<file path="src/rtl/scntr_pkg.sv">
`default_nettype none
// ---------------------------------------------------------------------------
// scntr_pkg : shared mode encodings and width limit for the counter family
// Rev 1.0
// ---------------------------------------------------------------------------
package scntr_pkg;

  localparam int unsigned SCNTR_MAX_W = 32;

  typedef enum logic [1:0] {
    SCNTR_WRAP     = 2'b00,
    SCNTR_SAT      = 2'b01,
    SCNTR_ONESHOT  = 2'b10,
    SCNTR_WRAP_ALT = 2'b11
  } scntr_mode_e;

endpackage
`default_nettype wire

</file>
<file path="src/rtl/scntr_step.sv">
`default_nettype none
// ---------------------------------------------------------------------------
// scntr_step : combinational next-value, terminal and one-shot decode
// Rev 1.0
// ---------------------------------------------------------------------------
module scntr_step
  import scntr_pkg::*;
#(
  parameter int unsigned N = 8
) (
  input  logic [N-1:0] i_q,
  input  logic         i_up,
  input  logic [N-1:0] i_limit,
  input  logic [1:0]   i_mode,
  output logic [N-1:0] o_next,
  output logic         o_tc,
  output logic         o_set_done
);

  localparam logic [N-1:0] c_ONE = N'(1);

  always_comb begin
    o_tc       = i_up ? (i_q >= i_limit) : (i_q == '0);
    o_next     = i_q;
    o_set_done = 1'b0;
    if (!o_tc) begin
      o_next = i_up ? (i_q + c_ONE) : (i_q - c_ONE);
    end else begin
      case (i_mode)
        SCNTR_SAT:     o_next = i_q;
        SCNTR_ONESHOT: o_set_done = 1'b1;
        // Down-count wraps to LIMIT so the cascade's low slice reloads all-ones.
        default:       o_next = i_up ? '0 : i_limit;
      endcase
    end
  end

endmodule
`default_nettype wire

</file>
<file path="src/rtl/scntr_mod_p.sv">
`default_nettype none
// ---------------------------------------------------------------------------
// scntr_mod_p : N-bit up/down counter, runtime limit, load, cascade carry
// Rev 1.0
// ---------------------------------------------------------------------------
module scntr_mod_p
  import scntr_pkg::*;
#(
  parameter int unsigned              N       = 8,
  parameter logic [SCNTR_MAX_W-1:0]   RST_VAL = '0
) (
  input  logic         clk,
  input  logic         rst,
  input  logic         i_en,
  input  logic         i_cin,
  input  logic         i_up,
  input  logic         i_pl,
  input  logic [N-1:0] i_d,
  input  logic [N-1:0] i_limit,
  input  logic [1:0]   i_mode,
  output logic [N-1:0] o_q,
  output logic         o_tc,
  output logic         o_cout,
  output logic         o_done
);

  localparam logic [N-1:0] c_RST_Q = RST_VAL[N-1:0];

  logic [N-1:0] r_q;
  logic         r_done;
  logic [N-1:0] w_next;
  logic         w_tc;
  logic         w_set_done;
  logic         w_step;

  scntr_step #(.N(N)) u_step (
    .i_q        (r_q),
    .i_up       (i_up),
    .i_limit    (i_limit),
    .i_mode     (i_mode),
    .o_next     (w_next),
    .o_tc       (w_tc),
    .o_set_done (w_set_done)
  );

  // PL and RST are excluded by the priority chain below.
  assign w_step = i_en & i_cin & ~r_done;

  always_ff @(posedge clk) begin
    if (rst) begin
      r_q    <= c_RST_Q;
      r_done <= 1'b0;
    end else if (i_pl) begin
      r_q    <= i_d;
      r_done <= 1'b0;
    end else if (w_step) begin
      r_q    <= w_next;
      r_done <= w_set_done;
    end
  end

  assign o_q    = r_q;
  assign o_done = r_done;
  assign o_tc   = w_tc;
  assign o_cout = w_tc & w_step;

endmodule
`default_nettype wire

</file>
<file path="config.mk">
export PLATFORM = sky130hd
export DESIGN_NAME = scntr_mod_p
export DESIGN_NICKNAME = d
export VERILOG_FILES = /design/src/rtl/scntr_pkg.sv /design/src/rtl/scntr_step.sv /design/src/rtl/scntr_mod_p.sv
export SDC_FILE = /design/constraint.sdc
export NUM_CORES = 1
export LEC_CHECK = 0
export CAP_MARGIN = 10
export CELL_PAD_IN_SITES_DETAIL_PLACEMENT = 2
export CELL_PAD_IN_SITES_GLOBAL_PLACEMENT = 2
export CORE_ASPECT_RATIO = 1.2
export CORE_MARGIN = 2
export CORE_UTILIZATION = 30
export CTS_CLUSTER_DIAMETER = 30
export DETAILED_ROUTE_END_ITERATION = 6
export DONT_BUFFER_PORTS = 1
export PLACE_DENSITY_LB_ADDON = 0.1
export SYNTH_ARGS = -nofsm -noshare
export SYNTH_HDL_FRONTEND = slang
export SYNTH_SLANG_ARGS = --single-unit
</file>
<file path="constraint.sdc">
create_clock -name clk -period 4.8 [get_ports clk]
set_input_delay 0.48 -clock clk [delete_from_list [all_inputs] [get_ports clk]]
set_output_delay 0.48 -clock clk [all_outputs]
set_load 0.1 [all_outputs]
</file>
[After elaboration in Yosys (flattened, before gate mapping)]
Cells that the tools add are included.
Cells by class
  mux-type cells: 9
  reduce and logical (&&, ||, !) cells: 5
  shifts and indexed selects: 0
  add/sub/neg operators: 2
  $lt $le $gt $ge: 1
  divide/modulo/power cells: 0
  bitwise gates (word level): 4
  $mul: 0
  eq/ne operators: 3
Operators with widths (number)
  $mux W8: 6
  $add A8 B1 Y8 const B: 1
  $ge A8 B8 Y1: 1
  $logic_not A8 Y1: 1
  $sub A8 B1 Y8 const B: 1
  $reduce_or A2 Y1: 2
  $and A1 B1 Y1: 3
  $mux W1: 3
  $ne A3 B3 Y1 const B: 1
  $eq A2 B1 Y1 const B: 1
  $eq A2 B2 Y1 const B: 1
  $reduce_and A2 Y1: 1
  $reduce_bool A2 Y1: 1
  $not A1 Y1: 1
Storage, ports and cells
  memory bits (read-only): 0
  bits in latches: 0
  memory bits (writable): 0
  output and inout bits: 11
  bits in registers: 9
  memories kept: 0

[Longest topological paths before layout]
  word-level depth: 6
  mapped depth: 9

[By module]
A second synthesis with hierarchy kept.
Unflattened totals
  cell total of the unflattened synthesis: 144
  area total of the unflattened synthesis: 1287.5 um^2
Modules (own cells, without submodules)
  scntr_step: area each 803.3 um^2, cells each 101, seq. area each 0.0 um^2, instances 1
  scntr_mod_p: area each 484.2 um^2, cells each 43, seq. area each 180.2 um^2, instances 1

[Worst setup path after synthesis]
OpenSTA, ideal clock, no wires.
  path type: register to output
  start: register r_q[0] (netlist: o_q[0])
  end: output port o_cout
  cell stages (with the launch flop): 7
  slack: 1.164 ns
  arrival: 3.156 ns
  path buffers: 0
  cells stage by stage: dfxtp_1 inv_1 ha_1 nor3b_1 o21ai_0 o211ai_2 nor2_1
On the way
  word-level cells in the longest chain between the ends: 3
  elaborated cells between the ends (all ways): 4
RTL lines
  start: declaration: RTL line scntr_mod_p.sv:29  | logic [N-1:0] r_q;
  start signal: assignment: RTL line scntr_mod_p.sv:51  | r_q <= c_RST_Q;
  start signal: assignment: RTL line scntr_mod_p.sv:54  | r_q <= i_d;
  start signal: assignment: RTL line scntr_mod_p.sv:57  | r_q <= w_next;
  $ge A8 B8 Y1 or $logic_not A8 Y1 (tied branches): RTL line scntr_step.sv:23  | o_tc = i_up ? (i_q >= i_limit) : (i_q == '0);
  $mux W1 (*): RTL line scntr_step.sv:23
  $and A1 B1 Y1 (*): RTL line scntr_mod_p.sv:65  | assign o_cout = w_tc & w_step;
  end: declaration: RTL line scntr_mod_p.sv:23  | output logic o_cout,
Mark *: on every way between the ends. The rest lies on a longest branch, timed or not.

[Worst setup path after layout]
  start: register r_q[1] (netlist: o_q[1])
  end: output port o_tc
On the way
  word-level cells in the longest chain between the ends: 2
  elaborated cells between the ends (all ways): 3
RTL lines
  $ge A8 B8 Y1 or $logic_not A8 Y1 (tied branches): RTL line scntr_step.sv:23
  $mux W1 (*): RTL line scntr_step.sv:23
  end: declaration: RTL line scntr_mod_p.sv:22  | output logic o_tc,
Marks and branches as above.

==> impl_metrics.json <==
{
  "core_area_mm2": 0.003573,
  "slew_violations": 0,
  "syn_avg_cell_area_um2": 7.736,
  "fp.dieH_um": 70.29,
  "endpoint": "o_tc",
  "clock_latency_ns": 0.24,
  "clk_path_buf_depth": 2,
  "n_antenna_cell": 0,
  "synth_nets": 182,
  "synth_warnings": 0,
  "vias_per_cell": 6.048,
  "r2r-start": "o_q[1]",
  "setup_tns_ns": 0,
  "grt_pass1_vias": 1316,
  "clock.fmax_mhz": 284.3,
  "cts_tree": "built",
  "die_area_mm2": 0.004164,
  "synth_cells": 142,
  "synthArstFlopShare": 0,
  "layout-drive-gt1-share": 0.1284,
  "start_util": 0.3074,
  "final_common_cell": "inv_1",
  "fin_crit_ns": 3.517,
  "slew_headroom": 0.2239,
  "end_kind": "primary output",
  "ir_drop_uv": 168.5,
  "grt_max_degree": 18,
  "setup-violations-final": 0,
  "r2r_slack_ns": 1.58,
  "dp_hpwl_um": 3115,
  "num_rows": 24,
  "syn-cell-area_mm2": 0.001099,
  "synth_seq_cells": 9,
  "grt_pass1_wl_um": 6375,
  "postRouteAntennaNets": 0,
  "crit_start": "o_q[1]",
  "power.leakage_uw": 0.0005506,
  "status": "finished, final reports clean",
  "fin_nets": 189,
  "cp.arrival_ns": 3.04,
  "p_per_area_mw_per_mm2": 315.1,
  "cp.required_ns": 4.32,
  "synth_edf_count": 0,
  "cts-resized-gates": 0,
  "ys_seq_area_frac": 0.1640,
  "drc": 0,
  "cap_viol_max_count": 0,
  "grt_use_total": 0.2022,
  "layout.cells.most_common_list": "inv_1 (16), ha_1 (15), a21oi_1 (11)",
  "place_congestion": 0.8073,
  "area_growth_pct": 11.05,
  "worstMarginPinSlew_ns": 1.163,
  "fin_util": 0.3414,
  "cts.clk_slew.worst_paths_ns": 0.05,
  "io_pins": 35,
  "die_w_um": 59.24,
  "grt_overflow_total": 0,
  "rr_endpoint": "o_q[2]",
  "root_buffer": "clkbuf_8",
  "cts_made_buffers": 3,
  "cts_setup_buffers": 0,
  "drt-total-wl_um": 3729,
  "vias": 1131,
  "dr.pass1.iters": 3,
  "hold_class": "input port to register",
  "synth_cell_types": 42,
  "cts_max_level": 1,
  "synthFlopType": "dfxtp_1",
  "worstPathMaxFanout": 13,
  "avgRoutedWirePerCell_um": 19.94,
  "io_buffers": 0,
  "fin_skew_ns": 0.0007446,
  "drtIter0Drc": 13,
  "fill_cells": 429,
  "antenna_found_initial": 0,
  "ctsHoldBuffers": 0,
  "cts.sinks": 9,
  "start_kind": "register",
  "critPathKind": "register to primary output",
  "reg2regPathDepth": 7,
  "finalCritPeriodShare": 0.7327,
  "hold_violations": 0,
  "rsz0062_at_grt": "false"
}
## synth_stat cells (4+ instances only)
library cell | number | area share
nor2_1 | 10 | 0.034
dfxtp_1 | 9 | 0.16
xnor2_1 | 7 | 0.056
o21ai_0 | 9 | 0.041
o21ai_1 | 4 | 0.018
inv_1 | 16 | 0.055
o22ai_1 | 4 | 0.023
nand2_1 | 9 | 0.031
a21oi_1 | 11 | 0.050
ha_1 | 15 | 0.17
## worst min path at each step
| stage | startpoint | to | cells after the start |
|---|---|---|---|
| finish | rst | o_q[2] | 1 |
| detailed placement | rst | o_q[2] | 1 |
| floorplan | i_d[3] | o_q[3] | 2 |
| global route | rst | o_q[2] | 1 |
| global placement | rst | o_q[2] | 1 |
| CTS | rst | o_q[2] | 1 |
## where the power goes
part           internal (uW)  total (uW)  switching, uW  leakage, uW
Clock                   58.1        91.2           33.0    0.0000228
Combinational           64.2         185            120     0.000453
Sequential              81.6         109           27.0    0.0000744
Total                    204         384            181     0.000551
## stage by stage
step | total power [uW] | std cells | hold WS (ns) | setup slack [ns] | area [um^2]
after floorplan | 259.2 | 142 | 0.6495 | 1.164 | 1099
after global placement | 288.9 | 183 | 0.5551 | 1.621 | 1175
after detailed placement | 296.2 | 183 | 0.5572 | 1.532 | 1175
after CTS | 391.7 | 187 | 0.3025 | 1.262 | 1220
after global routing | 416.0 | 187 | 0.2918 | 1.076 | 1220
final | 384.5 | 187 | 0.3114 | 1.283 | 1220
## flip-flops by register name, summed over array words and instances, names as in the netlist
signal and flops:
o_done 1, o_q 8
## worst max-delay path, cell delays in order (launching register included)
cell and delay [ns]:
dfxtp_1 1.09, ha_1 0.41, o211ai_1 0.21, o21ai_0 0.16, o211ai_2 0.53, inv_1 0.13
buf_4 0.26
## routing by layer
| layer | global-route usage | vias to the layer above | wire, um |
|---|---|---|---|
| met5 | 0 | - | 0 |
| met4 | 0.07576 | 0 | 82 |
| met3 | 0.05556 | 8 | 163 |
| met2 | 0.3626 | 34 | 2042 |
| met1 | 0.2157 | 557 | 1441 |
| li1 | - | 532 | - |
## layout make-up
type                       instances  area (um^2)  share of cell area
tap                               39        48.80             0.04000
inverter                          16        60.06             0.04923
clock buffer                       4        45.04             0.03692
multi-input combinational        112        833.3              0.6831
sequential                         9        180.2              0.1477
timing repair buffer               7        52.55             0.04308
## cells by family after synthesis
family | Yosys count | synth area share
AOI/OAI and AO/OA | 50 | 0.3189
and+or+nand+nor | 38 | 0.1834
buffers and inverters | 21 | 0.07972
adders and majority gates | 16 | 0.1891
DFF | 9 | 0.1640
xor gates and xnor gates | 7 | 0.05581
muxes | 1 | 0.009112
Note: power is estimated with default switching activity, not from simulation.
